$ cat src/rtl/e2prom_pkg.sv
// e2prom_bist shared types: FSM encoding, test pattern, transfer direction.
// Optional first-error log: define E2PROM_BIST_ERRLOG_EN.
package e2prom_pkg;

  typedef enum logic [2:0] {
    IDLE,
    WR_REQ,
    WR_WAIT,
    WR_GAP,
    RD_REQ,
    RD_WAIT,
    CHECK,
    DONE
  } state_t;

  localparam int   T_WR_CYC = 5000;
  localparam logic I2C_RD   = 1'b1;
  localparam logic I2C_WR   = 1'b0;

  function automatic logic [7:0] pat(
    input logic [7:0] a,
    input logic [7:0] seed,
    input logic       inv
  );
    return (a + seed) ^ {8{inv}};
  endfunction

endpackage

$ cat src/rtl/e2prom_wait_cnt.sv
// Loadable down-counter with zero flag; times the post-write gap.
// Load wins over decrement; holds at zero.
module e2prom_wait_cnt #(
  parameter int W = 13
) (
  input  logic         clk,
  input  logic         rst_n,
  input  logic         load,
  input  logic         en,
  input  logic [W-1:0] value,
  output logic         zero
);

  logic [W-1:0] cnt_q;

  always_ff @(posedge clk or negedge rst_n) begin
    if (!rst_n) begin
      cnt_q <= '0;
    end else if (load) begin
      cnt_q <= value;
    end else if (en && cnt_q != '0) begin
      cnt_q <= cnt_q - 1'b1;
    end
  end

  assign zero = (cnt_q == '0);

endmodule

$ cat src/rtl/e2prom_bist.sv
// EEPROM write/read-back self-test sequencer driving i2c_dri.
// Define E2PROM_BIST_ERRLOG_EN to keep the first_err_addr register.
module e2prom_bist
  import e2prom_pkg::*;
#(
  parameter int              ADDR_W      = 16,
  parameter logic [ADDR_W-1:0] START_ADDR = '0,
  parameter int              NUM_BYTES   = 256,
  parameter logic [7:0]      SEED        = 8'h00,
  parameter bit              PAT_INV     = 1'b0,
  parameter int              WR_WAIT_CYC = T_WR_CYC,
  parameter int              MAX_RETRY   = 3,
  parameter bit              AUTO_START  = 1'b1
) (
  input  logic              clk,
  input  logic              rst_n,
  input  logic              start,
  output logic              i2c_exec,
  output logic              i2c_rh_wl,
  output logic [ADDR_W-1:0] i2c_addr,
  output logic [7:0]        i2c_data_w,
  input  logic [7:0]        i2c_data_r,
  input  logic              i2c_done,
  input  logic              i2c_ack,
  output logic              busy,
  output logic              rw_done,
  output logic              rw_result,
  output logic [15:0]       err_cnt,
  output logic [ADDR_W-1:0] first_err_addr
);

  localparam int CNT_W =
    (WR_WAIT_CYC < 2) ? 1 : $clog2(WR_WAIT_CYC + 1);
  localparam logic [ADDR_W-1:0] LAST = ADDR_W'(NUM_BYTES - 1);
  localparam logic [3:0] RMAX = 4'(MAX_RETRY);

  state_t state_q, state_d;

  logic [ADDR_W-1:0] idx_q;
  logic [ADDR_W-1:0] addr;
  logic [3:0]        retry_q;
  logic [7:0]        rdata_q;
  logic [7:0]        expect_d;
  logic [15:0]       err_q;
  logic              result_q;
  logic              boot_q;
  logic              go;
  logic              cnt_load;
  logic              gap_zero;
  logic              last;
  logic              can_retry;
  logic              mismatch;

  assign addr      = START_ADDR + idx_q;
  assign expect_d  = pat(addr[7:0], SEED, PAT_INV);
  assign last      = (idx_q == LAST);
  assign can_retry = (retry_q < RMAX);
  assign mismatch  = (rdata_q != expect_d);

  e2prom_wait_cnt #(.W(CNT_W)) u_gap (
    .clk   (clk),
    .rst_n (rst_n),
    .load  (cnt_load),
    .en    (state_q == WR_GAP),
    .value (CNT_W'(WR_WAIT_CYC)),
    .zero  (gap_zero)
  );

  always_ff @(posedge clk or negedge rst_n) begin
    if (!rst_n) state_q <= IDLE;
    else        state_q <= state_d;
  end

  always_comb begin
    state_d   = state_q;
    go        = 1'b0;
    cnt_load  = 1'b0;
    i2c_exec  = 1'b0;
    i2c_rh_wl = I2C_WR;
    busy      = 1'b1;
    rw_done   = 1'b0;
    unique case (state_q)
      IDLE: begin
        busy = 1'b0;
        if (start || (AUTO_START && boot_q)) begin
          go      = 1'b1;
          state_d = WR_REQ;
        end
      end
      WR_REQ: begin
        i2c_exec = 1'b1;
        state_d  = WR_WAIT;
      end
      WR_WAIT: begin
        if (i2c_done) begin
          if (!i2c_ack || can_retry) begin
            cnt_load = 1'b1;
            state_d  = WR_GAP;
          end else begin
            state_d = DONE;
          end
        end
      end
      WR_GAP: begin
        if (gap_zero) begin
          state_d = (retry_q == 4'd0 && last) ? RD_REQ : WR_REQ;
        end
      end
      RD_REQ: begin
        i2c_exec  = 1'b1;
        i2c_rh_wl = I2C_RD;
        state_d   = RD_WAIT;
      end
      RD_WAIT: begin
        i2c_rh_wl = I2C_RD;
        if (i2c_done) begin
          if (!i2c_ack)       state_d = CHECK;
          else if (can_retry) state_d = RD_REQ;
          else                state_d = DONE;
        end
      end
      CHECK: begin
        i2c_rh_wl = I2C_RD;
        state_d   = last ? DONE : RD_REQ;
      end
      DONE: begin
        busy    = 1'b0;
        rw_done = 1'b1;
        if (start) begin
          go      = 1'b1;
          state_d = WR_REQ;
        end
      end
    endcase
  end

  assign i2c_addr   = busy ? addr : '0;
  assign i2c_data_w = (busy && !i2c_rh_wl) ? expect_d : 8'h00;

`ifdef E2PROM_BIST_ERRLOG_EN
  logic [ADDR_W-1:0] first_q;

  // Only the first failure (mismatch or abort) is recorded.
  always_ff @(posedge clk or negedge rst_n) begin
    if (!rst_n) begin
      first_q <= '0;
    end else if (go) begin
      first_q <= '0;
    end else if (err_q == 16'd0) begin
      if (state_q == CHECK && mismatch) begin
        first_q <= addr;
      end else if ((state_q == WR_WAIT || state_q == RD_WAIT)
                   && i2c_done && i2c_ack && !can_retry) begin
        first_q <= addr;
      end
    end
  end

  assign first_err_addr = first_q;
`else
  assign first_err_addr = '0;
`endif

  always_ff @(posedge clk or negedge rst_n) begin
    if (!rst_n) begin
      idx_q    <= '0;
      retry_q  <= '0;
      rdata_q  <= '0;
      err_q    <= '0;
      result_q <= 1'b0;
      boot_q   <= 1'b1;
    end else begin
      boot_q <= 1'b0;
      if (go) begin
        idx_q    <= '0;
        retry_q  <= '0;
        err_q    <= '0;
        result_q <= 1'b0;
      end
      case (state_q)
        WR_WAIT, RD_WAIT: begin
          if (i2c_done) begin
            if (!i2c_ack) begin
              retry_q <= '0;
              if (state_q == RD_WAIT) rdata_q <= i2c_data_r;
            end else if (can_retry) begin
              retry_q <= retry_q + 4'd1;
            end else begin
              result_q <= 1'b0;
            end
          end
        end
        WR_GAP: begin
          if (gap_zero && retry_q == 4'd0) begin
            idx_q <= last ? '0 : idx_q + 1'b1;
          end
        end
        CHECK: begin
          if (mismatch && err_q != 16'hFFFF) begin
            err_q <= err_q + 16'd1;
          end
          if (last) result_q <= (err_q == 16'd0) && !mismatch;
          else      idx_q    <= idx_q + 1'b1;
        end
        default: ;
      endcase
    end
  end

  assign rw_result = result_q;
  assign err_cnt   = err_q;

endmodule

$ cat config.mk
export PLATFORM = sky130hd
export DESIGN_NAME = e2prom_bist
export DESIGN_NICKNAME = d
export VERILOG_FILES = /design/src/rtl/e2prom_pkg.sv /design/src/rtl/e2prom_wait_cnt.sv /design/src/rtl/e2prom_bist.sv
export SDC_FILE = /design/constraint.sdc
export NUM_CORES = 1
export LEC_CHECK = 0
export BUFFER_PORTS_ARGS = -buffer_cell sky130_fd_sc_hd__buf_2
export CORE_MARGIN = 3
export CORE_UTILIZATION = 55
export DETAILED_ROUTE_END_ITERATION = 10
export HOLD_SLACK_MARGIN = 0.03
export PLACE_DENSITY = 0.79
export SLEW_MARGIN = 20
export SYNTH_ARGS = -nofsm -noshare
export SYNTH_HDL_FRONTEND = slang
export SYNTH_SLANG_ARGS = --single-unit
$ cat constraint.sdc
create_clock -name clk -period 2.85 [get_ports clk]
set_input_delay 0.1425 -clock clk [delete_from_list [all_inputs] [get_ports clk]]
set_output_delay 0.1425 -clock clk [all_outputs]
set_load 0.005 [all_outputs]
### Word-level counts from Yosys, hierarchy flattened

Index checks and enable logic that the tools add are counted.

| word-level totals | value |
|---|---|
| flip-flop bits (word level) | 62 |
| bits of input ports | 13 |
| output and inout bits | 61 |
| word-level logic and storage cells | 96 |

| cells by class | value |
|---|---|
| add/sub/neg operators | 4 |
| $lt $le $gt $ge | 1 |
| equality and inequality tests | 15 |
| multiplexer cells | 44 |
| bitwise gates (word level) | 1 |
| reductions and logical operators | 23 |

Operator list:

| cell | number |
|---|---|
| 16-bit 2-to-1 mux | 8 |
| 16-bit by 1-bit adder with 16-bit output, second input constant | 2 |
| 16-bit one-hot mux with 2 select lines | 1 |
| 13-bit 2-to-1 mux | 2 |
| 3-bit one-hot mux with 8 select lines | 1 |
| 3-bit 2-to-1 mux | 7 |
| 4-bit 2-to-1 mux | 5 |
| 16-bit by 8-bit equality test with 1-bit output, second input constant | 1 |
| 16-bit logical NOT | 1 |
| 16-bit inequality test, second input constant | 1 |
| 1-bit 2-to-1 mux | 14 |
| 13-bit logical NOT | 1 |
| 13-bit nonzero test | 1 |
| 13-bit by 1-bit subtractor with 13-bit output, second input constant | 1 |
| 3-bit equality test, second input constant | 4 |
| 2-bit inequality test, second input constant | 5 |
| 8-bit 2-to-1 mux | 1 |
| 8-bit inequality test | 1 |
| 3-bit by 2-bit equality test with 1-bit output, second input constant | 2 |
| 1-bit logical AND | 6 |
| 2-bit 2-to-1 mux | 3 |
| 2-bit OR reduction | 3 |
| 5-bit AND reduction | 1 |
| 4-bit by 1-bit adder with 4-bit output, second input constant | 1 |
| other kinds (11) | 15 |

### Logic depth before layout (Yosys ltp)

| logic depth | value |
|---|---|
| word-level depth | 8 |
| gate-level depth with buffers | 8 |
| gate-level depth less buffers | 7 |

### Modules after synthesis

From an unflattened synthesis, not the netlist that was laid out.

| unflattened totals | value |
|---|---|
| cell total of the unflattened synthesis | 463 |
| area total of the unflattened synthesis | 4,124.0 µm² |

Modules (own cells, without submodules):

| module | instances | cells each | area each (µm²) | seq. area each (µm²) |
|---|---|---|---|---|
| e2prom_bist | 1 | 360 | 3,225.6 | 1,227.4 |
| e2prom_wait_cnt | 1 | 103 | 898.4 | 325.3 |

### Least setup slack after synthesis

Ideal clock, no wire load.

| timing | value |
|---|---|
| path type | register to register |
| start | register u_gap.cnt_q[0] |
| end | register idx_q[15] |
| library setup time | 0.083 ns |
| data arrival time | 2.446 ns |
| required time | 2.767 ns |
| setup slack | 0.322 ns |
| stages on the path, launching flop included | 9 |
| buffers on the path | 1 |
| period minus slack after synthesis | 2.528 ns |
| cell sequence | dfrtp_1 -> inv_1 -> ha_1 -> or4b_4 -> o41a_1 -> or3_1 -> buf_2 -> or3_1 -> o21ai_0 |

| on the way | value |
|---|---|
| word-level cells in the longest chain between the ends | 4 |

Ends and longest elaborated chain:

| element | line | RTL |
|---|---|---|
| start, declared | e2prom_wait_cnt.sv:14 | `logic [W-1:0] cnt_q;` |
| start signal, assigned | e2prom_wait_cnt.sv:20 | `cnt_q <= value;` |
| start signal, assigned | e2prom_wait_cnt.sv:22 | `cnt_q <= cnt_q - 1'b1;` |
| 13-bit logical NOT | e2prom_wait_cnt.sv:26 | `assign zero = (cnt_q == '0);` |
| 1-bit logical AND | e2prom_bist.sv:194 | `if (gap_zero && retry_q == 4'd0) begin` |
| 16-bit 2-to-1 mux | e2prom_bist.sv:194 |  |
| 16-bit one-hot mux with 2 select lines | e2prom_bist.sv:180 | `case (state_q)` |
| end signal, assigned | e2prom_bist.sv:195 | `idx_q <= last ? '0 : idx_q + 1'b1;` |
| end signal, assigned | e2prom_bist.sv:203 | `else idx_q <= idx_q + 1'b1;` |
| end, declared | e2prom_bist.sv:39 | `logic [ADDR_W-1:0] idx_q;` |

No other way between the ends.
A chain may end at the register's enable or synchronous reset.

### Final worst setup path

| timing | value |
|---|---|
| start | register u_gap.cnt_q[0] |
| end | register idx_q[9] |

Same word-level chain as after synthesis.

==> results.md <==
- Die area: 7990 sq um
- Commonest non-fill, non-tap cells in the layout: dfrtp_1, buf_2, nand2_1
- Cell repeated most along the worst path: or3_1
- Initial core utilization: 58.5%
- DRT Wirelength: 8670 microns
- Vias in the first global route: 3040
- Worst EP required: 3110 ps
- VDD IR max: 0.000465 V
- Hold/Removal Path Class: primary input to flip-flop
- Max Freq: 378 MHz
- # placed instances: 551
- CTS Buffer Depth: 2
- H-tree Lvls: 3
- Critical Path Max Stage Delay: 510 ps
- EDFF count, synth: 0
- CTS sink cnt: 62
- Number of hold buffers added after CTS: 8
- Min Tclk post-route: 2640 ps
- Fill cell count: 544
- CP cell instances: inv_1 -> ha_1 -> or4b_4 -> o41a_1 -> or3_1 -> or3_1 -> o21ai_0
- GR Util All Layers: 23.2%
- IO Port Bufs: 57
- Buffers and inverters on the worst path: 1
- Post-route ant nets: 0
- Status: finished clean
- Global-route wire length before repair: 14600 microns
- Die Width: 89.4 microns
- Max-slew headroom: 51.7%
- Post-route setup TNS: 0 ps
- First-iteration detailed-routing DRC count: 217
- Post-synthesis sequential area ratio: 40.6%
- Core Box Area: 6530 sq um
- FF/Latch Area: 1550 sq um
- Hold slack: 56.4 ps
- Clock Latency Late Sink: 340 ps
- TritonCTS buffer count: 9
- Top cells by area, synth: dfrtp_1, nand2_1, mux2i_1
- Syn Inst Count: 427
- CP top delay family: simple AND/OR/NAND/NOR gates
- Synthesized area: 3820 sq um
- Lkg Pwr: 1.99 nW
- CP Class: flip-flop to flip-flop
- Clock-pin transition on the worst setup and hold timing paths: 60 ps
- Ratio of cells with drive above 1 in the final layout: 19.3%
- HPWL after DPL: 6210 microns
- Area occupied by multi-input gates: 2070 sq um
- Prevailing post-synth register cell: dfrtp_1
- Synthesis Warnings: 0
- Crit. End Element: flip-flop
- Final Hold Fails: 0
- Detailed Routing Iterations Pass 1: 5
- Final net count: 512
- Unique masters post-synth: 55
- Fin. max-slew vios: 0
- Slew @ Worst Pin: 718 ps
- Non-filler cells, final: 574
- Worst setup SP type: flip-flop
- Via/cell ratio: 5.95
- Grt ovf: 0
- Post-synth ARST share: 100%
- Area leader, netlist: dfrtp_1
- Die height: 89.4 microns
- Routed via count: 3415
- Critical Path AT: 2910 ps
- Yosys reg bits: 62
- Commonest non-fill, non-tap cell in the layout: dfrtp_1
- GP Congestion: 0.817
- Row count: 29
- Period utilization: 92.8%
- CTS Root Cell: clkbuf_8
- CTS tree: built
- Drt drc: 0
- Pwr Density: 693 nW/um^2
- Wire per inst: 15.1 microns
- RSZ-0062 raised after global routing: false
- Largest net degree at the start of global routing: 49
- Clock Skew: 10.9 ps
- MaxCap Viol Count: 0
- Antenna violations before repair: 0
- Inserted Diodes: 0
- Setup Fix Bufs, Post-CTS: 0
- Count of final setup violators: 0
- CTS resizes: 0
- Slowest CP cell: or4b_4
- Area delta synth->final: 15.0%
- Syn_area_per_cell: 8.95 sq um
- CP max FO: 9
- Ports: 74
- Synth top area share: 39.9%
-- state kept, by name (all words and copies together), names as in the netlist --
register / cells
rw_result: 1
boot_q: 1
retry_q: 4
u_gap.cnt_q: 13
rdata_q: 8
err_cnt: 16
state_q: 3
idx_q: 16
-- metal layers --
metal  GRT usage [%]  vias up  share of wire, %
met3            6.45       11               6.2
met4            5.68        0              0.90
met1            31.4     1634                45
met2            37.2      125                47
li1                -     1645                 -
met5               0        -                 0
-- synthesized netlist by cell type (all sizes together), types with 6 or more instances --
library cell,n
nor3,12
nor2,29
mux2i,12
o21ai,23
nand4,11
inv,15
and2,10
nor4,13
or3,7
ha,6
nand2,42
clkbuf,18
mux2,9
buf,19
dfrtp,61
nor2b,18
nand3,23
a21oi,11
xnor2,12
xor2,7
-- logic make-up after synthesis --
| family | count (synthesis) | synth area share (%) |
|---|---|---|
| XOR/XNOR | 19 | 4.35 |
| multiplexers | 21 | 5.79 |
| flip-flops | 62 | 40.6 |
| buffers and inverters | 52 | 6.78 |
| other | 1 | 0.0981 |
| adder cells (fa/ha/maj) | 6 | 1.96 |
| AO/OA/AOI/OAI | 75 | 13.6 |
| AND/OR/NAND/NOR | 191 | 26.8 |
-- worst register-to-register path: stages, from the launching register on --
cell and delay, ps:
dfrtp_1 410, inv_1 80, ha_1 180, or4b_4 510, o41a_1 430, or3_1 490
or3_1 390, o21ai_0 80
-- power by group --
part	switching, W	internal [W]	total (W)	leakage (nW)
logic	0.000641	0.000487	0.00113	1.08
registers	0.000207	0.00103	0.00124	0.823
clock network	0.000321	0.000358	0.000679	0.0865
-- metrics by stage --
| stage | total power, W | utilization (%) | setup slack [ps] | cell area (sq um) |
|---|---|---|---|---|
| floorplan | 0.00198 | - | 322 | 3880 |
| global placement | 0.00232 | 63.4 | 318 | 4140 |
| detailed placement | 0.00236 | 63.4 | 225 | 4140 |
| CTS | 0.00305 | 67.2 | 161 | 4390 |
| global route | 0.00328 | 67.3 | 56.1 | 4390 |
| finish | 0.00305 | 67.3 | 206 | 4390 |
-- cell type report --
type,count,area share (%)
Clock buffer,14,3.70
Tap cell,77,2.19
Timing Repair Buffer,76,10.2
Inverter,15,1.28
Clock inverter,1,0.114
Sequential cell,62,35.3
Multi-Input combinational cell,329,47.2
-- final timing paths --
check / start / depth (start not counted) / to / slack (ps)
max in group asynchronous: rst_n / 3 / rdata_q[5] / 1700
hold reg to reg: rdata_q[7] / 1 / rdata_q[7] / 530
hold / removal: i2c_data_r[2] / 2 / rdata_q[2] / 60
setup reg to reg: u_gap.cnt_q[0] / 7 / idx_q[9] / 210
setup / recovery: u_gap.cnt_q[0] / 7 / idx_q[9] / 210
min in group asynchronous: rst_n / 2 / u_gap.cnt_q[9] / 230
(Power assumes the default switching activity.)
